===== src/rtl/gpio_mem_arbiter.sv =====
// gpio_mem_arbiter: shares the single-port gpiomem between two masters.
// Each access runs IDLE -> CMD (-> RWAIT for reads) -> IDLE. Reads return
// data with a one-cycle rvalid pulse. Writes that land in the read-only
// input-mirror window [RO_LO, RO_HI] are suppressed and flagged with err.
//
// Ports:
//   clk, rst_n                     clock, asynchronous active-low reset
//   mN_req/we/addr/wdata           master N request, held until mN_gnt
//   mN_gnt                         pulse: command issued to memory
//   mN_rvalid/mN_rdata             pulse + read data (rdata held)
//   mN_err                         pulse with gnt on a blocked write
//   mem_rw_select/address/data_in  command to gpiomem (rw_select 1 = write)
//   mem_data_out                   registered read data from gpiomem
module gpio_mem_arbiter #(
  parameter int unsigned ADDR_W     = 9,
  parameter int unsigned DATA_W     = 8,
  parameter int unsigned RO_LO      = 503,
  parameter int unsigned RO_HI      = 505,
  parameter int unsigned FIXED_PRIO = 0
) (
  input  logic              clk,
  input  logic              rst_n,
  input  logic              m0_req,
  input  logic              m0_we,
  input  logic [ADDR_W-1:0] m0_addr,
  input  logic [DATA_W-1:0] m0_wdata,
  output logic              m0_gnt,
  output logic              m0_rvalid,
  output logic [DATA_W-1:0] m0_rdata,
  output logic              m0_err,
  input  logic              m1_req,
  input  logic              m1_we,
  input  logic [ADDR_W-1:0] m1_addr,
  input  logic [DATA_W-1:0] m1_wdata,
  output logic              m1_gnt,
  output logic              m1_rvalid,
  output logic [DATA_W-1:0] m1_rdata,
  output logic              m1_err,
  output logic              mem_rw_select,
  output logic [ADDR_W-1:0] mem_address,
  output logic [DATA_W-1:0] mem_data_in,
  input  logic [DATA_W-1:0] mem_data_out
);

  typedef enum logic [1:0] {IDLE, CMD, RWAIT} state_t;

  state_t state;
  logic   last_grant;   // master granted most recently (1 = m1)
  logic   cmd_master;   // owner of the in-flight command
  logic   cmd_we;

  logic              pick_m1_c;
  logic              sel_we_c;
  logic [ADDR_W-1:0] sel_addr_c;
  logic [DATA_W-1:0] sel_wdata_c;
  logic              sel_blocked_c;

  // Winner selection and command mux, consumed only in IDLE.
  always_comb begin
    pick_m1_c = 1'b0;
    if (FIXED_PRIO != 0) begin
      pick_m1_c = ~m0_req;
    end else if (m0_req && m1_req) begin
      pick_m1_c = ~last_grant;
    end else begin
      pick_m1_c = m1_req;
    end
    sel_we_c      = pick_m1_c ? m1_we    : m0_we;
    sel_addr_c    = pick_m1_c ? m1_addr  : m0_addr;
    sel_wdata_c   = pick_m1_c ? m1_wdata : m0_wdata;
    sel_blocked_c = sel_we_c && (sel_addr_c >= ADDR_W'(RO_LO)) &&
                    (sel_addr_c <= ADDR_W'(RO_HI));
  end

  // Sequencer; gnt/err/rvalid/rw_select are single-cycle pulses by default.
  always_ff @(posedge clk or negedge rst_n) begin
    if (!rst_n) begin
      state         <= IDLE;
      last_grant    <= 1'b1;
      cmd_master    <= 1'b0;
      cmd_we        <= 1'b0;
      m0_gnt        <= 1'b0;
      m0_rvalid     <= 1'b0;
      m0_rdata      <= '0;
      m0_err        <= 1'b0;
      m1_gnt        <= 1'b0;
      m1_rvalid     <= 1'b0;
      m1_rdata      <= '0;
      m1_err        <= 1'b0;
      mem_rw_select <= 1'b0;
      mem_address   <= '0;
      mem_data_in   <= '0;
    end else begin
      m0_gnt        <= 1'b0;
      m1_gnt        <= 1'b0;
      m0_err        <= 1'b0;
      m1_err        <= 1'b0;
      m0_rvalid     <= 1'b0;
      m1_rvalid     <= 1'b0;
      mem_rw_select <= 1'b0;
      case (state)
        IDLE: begin
          if (m0_req || m1_req) begin
            state         <= CMD;
            cmd_master    <= pick_m1_c;
            cmd_we        <= sel_we_c;
            last_grant    <= pick_m1_c;
            mem_address   <= sel_addr_c;
            mem_data_in   <= sel_wdata_c;
            mem_rw_select <= sel_we_c && !sel_blocked_c;
            m0_gnt        <= ~pick_m1_c;
            m1_gnt        <= pick_m1_c;
            m0_err        <= ~pick_m1_c && sel_blocked_c;
            m1_err        <= pick_m1_c && sel_blocked_c;
          end
        end
        CMD: begin
          state <= cmd_we ? IDLE : RWAIT;
        end
        RWAIT: begin
          // gpiomem registered its read at the end of CMD.
          if (cmd_master) begin
            m1_rdata  <= mem_data_out;
            m1_rvalid <= 1'b1;
          end else begin
            m0_rdata  <= mem_data_out;
            m0_rvalid <= 1'b1;
          end
          state <= IDLE;
        end
        default: state <= IDLE;
      endcase
    end
  end

endmodule


===== config.mk =====
export PLATFORM = sky130hd
export DESIGN_NAME = gpio_mem_arbiter
export DESIGN_NICKNAME = d
export VERILOG_FILES = /design/src/rtl/gpio_mem_arbiter.sv
export SDC_FILE = /design/constraint.sdc
export NUM_CORES = 1
export LEC_CHECK = 0
export ABC_CLOCK_PERIOD_IN_PS = 1700
export CAP_MARGIN = 25
export CORE_MARGIN = 3
export CORE_UTILIZATION = 59
export DETAILED_ROUTE_END_ITERATION = 6
export DONT_BUFFER_PORTS = 1
export HOLD_SLACK_MARGIN = 0.06
export PLACE_DENSITY = 0.73
export SETUP_SLACK_MARGIN = 0.05
export SLEW_MARGIN = 20
export SYNTH_ARGS = -nofsm -noshare
export SYNTH_HDL_FRONTEND = slang
export SYNTH_SLANG_ARGS = --single-unit

===== constraint.sdc =====
create_clock -name clk -period 1.7 [get_ports clk]
set_clock_uncertainty 0.05 [all_clocks]
set_input_delay 0.17 -clock clk [delete_from_list [all_inputs] [get_ports clk]]
set_output_delay 0.17 -clock clk [all_outputs]
set_load 0.05 [all_outputs]

# Yosys cells after proc, flatten, opt, wreduce, memory -nomap -nowiden
# Index checks and enable logic that the tools add are counted.
totals:
  output_inout_bits: 40
  regBits: 45
  elab_cells: 56
classes:
  order_cmp: 2
  bitwise: 3
  n_eq_ne: 3
  n_reduce_logical: 12
  muxes: 21
ops:
  columns: ["op", "count"]
  rows:
  - ["2-to-1 mux 1 bit", 16]
  - [">= comparator 9 bit, second input constant", 1]
  - ["less-or-equal comparator 9 bit, second input constant", 1]
  - ["2-to-1 mux 9 bit", 1]
  - ["2-to-1 mux 8 bit", 1]
  - ["logical AND 1 bit", 6]
  - ["AND reduction 2 bit", 3]
  - ["2-to-1 mux 2 bit", 2]
  - ["case mux 2 bit (2 select lines)", 1]
  - ["NOT 1 bit", 3]
  - ["== test 2 x 1 -> 1 bit, second input constant", 1]
  - ["== test 2 bit, second input constant", 1]
  - ["logical NOT 2 bit", 1]
  - ["!= test 2 bit, second input constant", 1]
  - ["logical NOT 1 bit", 1]
  - ["logical OR 1 bit", 1]

# Logic depth before layout (Yosys ltp)
logic_depth:
  ltp_word: 10
  depth_mapped: 4
  ltp_nobuf: 3

# Worst setup path before layout
# OpenSTA, ideal clock, no wires.
synth_path:
  path_kind: "reg2reg"
  startpoint: "register last_grant"
  endpoint: "register mem_data_in[0]"
  path_slack_ns: 0.248
  synth_period_minus_slack_ns: 1.452
  stages_incl_launch_ff: 5
  t_arrival_ns: 1.277
  path_cell_list: "dfstp_2 a21boi_2 buf_6 mux2_4 mux2_2"
synth_between:
  elab_chain_len: 3
synth_rtl:
  columns: ["item", "line", "rtl"]
  rows:
  - ["start: declaration", "48", "logic last_grant;"]
  - ["start signal: assignment", "107", "last_grant <= pick_m1_c;"]
  - ["NOT 1 bit", "64", "pick_m1_c = ~last_grant;"]
  - ["2-to-1 mux 1 bit", "63", "end else if (m0_req && m1_req) begin"]
  - ["2-to-1 mux 8 bit", "70", "sel_wdata_c = pick_m1_c ? m1_wdata : m0_wdata;"]
  - ["end signal: assignment", "109", "mem_data_in <= sel_wdata_c;"]
  - ["end: declaration", "41", "output logic [DATA_W-1:0] mem_data_in,"]
# No other way between the ends.
# A chain may end at the register's enable or synchronous reset.

# Worst setup path in the final report
# Ends and elaborated chain as after synthesis.

==> results.tsv <==
metric	value	unit
dp_hpwl	2670	um
clockRootBuffer	clkbuf_4	
antenna_found_initial	0	
drt-total-wl	4340	um
synthArstFlopShare	100	%
die_x	64.4	um
routedWlPerCell	18.7	um
status	complete, no violations	
setup_tns	0	ns
fp.dieH	64.4	um
grt_max_degree	46	
drc	0	
cellLeakagePower	0.00118	uW
place_congestion	0.722	
grt_pass1_wl	7010	um
hp-class	in -> reg	
cp_num_buf_inv	1	
synth_edf_count	0	
period_minus_slack	1.56	ns
cts_tree	done	
path_class	reg -> reg	
cp.required	1.89	ns
avgSynthCellArea	15.4	um2
start_util	63.8	%
postRouteAntennaNets	0	
first_pass_iters	4	
cpPeakStageDelay	0.58	ns
drive_gt1_share	37.2	%
synth_cell_types	29	
synth_flop_cell	dfrtp_1	
core	0.00315	mm2
tightest_slew	0.498	ns
maxSlewViolCount	0	
final_util	84.9	%
min_period_over_period	91.9	%
path_delay_family	multiplexers	
peakVddDrop	0.00117	V
synth_area	0.00201	mm2
synth_warnings	0	
setup_viol	0	
numPortBuffers	0	
pin_count	88	
cts_inserted_buffers	5	
drt-vias-per-instance	5.56	
worst_slew_margin_rel	66.8	%
grt_pass1_vias	1417	
drtIter0Drc	53	
slowest_stage	dfstp_2	
htreeDepth	2	
end_kind	flop	
antenna_cells	0	
power_density	2010	mW/mm2
ys_ff_latch	45	
clock_latency	0.34	ns
crit_chain	a21boi_2 -> buf_12 -> mux2_4 -> mux2_2	
fmax	640	MHz
maxCapViolCount	0	
ys_seq_area_share	56.0	%
vias	1289	
nNetsFinal	235	
post_cts_buffers	0	
synth.net_count	179	
rsz0062_at_grt	false	
cp_max_fo	21	
grt_usage	22.2	%
clock-sinks	45	
num_rows	20	
critPathLaunchType	flop	
clock_path_buffers	2	
grt_overflow_total	0	
path_clk_slew	0.12	ns
die_area	0.00415	mm2
crit_arrival	1.75	ns
syn_inst	131	
area_delta_synth_final	33.0	%
hold_viol_final	0	
[worst paths after layout]
kind                       startpoint        endpoint  slack [ns]  cells after the start
max                        last_grant  mem_data_in[0]        0.14                      4
min in group asynchronous       rst_n          m1_gnt        0.24                      2
max reg2reg                last_grant  mem_data_in[0]        0.14                      4
min reg2reg                    cmd_we        state[1]        0.39                      1
max in group asynchronous       rst_n      last_grant        1.10                      2
min                        m1_addr[7]   mem_rw_select        0.08                      3
[registers in the layout, indices dropped and copies added, names as in the netlist, 2 cells and up]
name,count
m1_rdata,8
mem_address,9
m0_rdata,8
state,2
mem_data_in,8
[power breakdown]
group | switching, uW | internal [uW] | leakage [uW]
Clock | 313 | 351 | 0.0000455
Combinational | 446 | 799 | 0.000592
Sequential | 1920 | 1550 | 0.000543
[tightest hold or removal path, delay by kind of cell]
kind               cells  cell delay (ns)
AOI/OAI and AO/OA      2             0.17
and+or+nand+nor        1             0.08
[Yosys cell counts (all sizes together), types with 2 or more instances]
cell,n,share of area [%]
a211oi,2,0.99
a21o,2,0.75
and2,2,0.62
buf,5,2.0
dfrtp,44,55
inv,2,0.37
mux2,50,31
nand2,2,0.37
nand4,3,0.93
nand4b,2,0.87
nor2,2,0.50
nor3b,3,1.1
or3b,2,0.87
[routing by layer]
metal	global-route usage, %	up-vias	share of wire (%)
met3	8.15	5	9.6
met5	0	-	0
met2	38.4	61	53
li1	-	584	-
met4	7.12	0	1.1
met1	25.4	639	37
[per-stage QoR]
step | std cells | worst slack, ns | hold slack, ns | instance area, um2 | power [uW]
6_report | 232 | 0.137 | 0.0752 | 2680 | 5390
5_1_grt | 232 | 0.0826 | 0.0673 | 2680 | 5620
4_1_cts | 229 | 0.122 | 0.0614 | 2640 | 5360
3_5_place_dp | 173 | 0.105 | -0.175 | 2070 | 4580
3_3_place_gp | 173 | 0.141 | -0.175 | 2070 | 4510
2_1_floorplan | 131 | 0.248 | -0.176 | 2010 | 4310
[cells by family (layout without fill, tap and decap cells)]
kind of cell	after synthesis	in the layout	synth area share, %
multiplexers	50	50	31.1
flip-flops	45	45	56.0
AND/OR/NAND/NOR	20	20	6.77
AO/OA/AOI/OAI	8	8	3.54
buffers and inverters	8	65	2.55
[cell type report]
cell class                 instances  area, um2
multi-input combinational         78        835
clock inverter                     1       30.0
inverter                           2       7.51
tap                               44       55.1
timing repair buffer              55        568
fill                             173        475
sequential                        45       1130
clock buffer                       7       55.1
[repair_timing]
item                                    4_1_cts  5_1_grt
gates resized for setup                       0        0
hold buffers                                 48        3
endpoints found under the hold margin        82        2
endpoints found under the setup margin        0        1
[layout by cell type, fill, tap and decap left out, drive strengths merged]
| cell | instances |
|---|---|
| nand3b | 1 |
| dfstp | 1 |
| nand4b | 2 |
| nand2 | 2 |
| o22ai | 1 |
| dlygate4sd3 | 49 |
| nand3 | 1 |
| and4 | 1 |
| a221o | 1 |
| nor3b | 3 |
| o21ai | 1 |
| and2 | 2 |
| clkbuf | 7 |
| or2b | 1 |
| buf | 6 |
| bufinv | 1 |
| a21o | 2 |
| a211oi | 2 |
| mux2 | 50 |
| inv | 2 |
| nor2 | 2 |
| or3b | 2 |
| dfrtp | 44 |
| a21boi | 1 |
| nand4 | 3 |
Power figures use the tool's default switching activity.
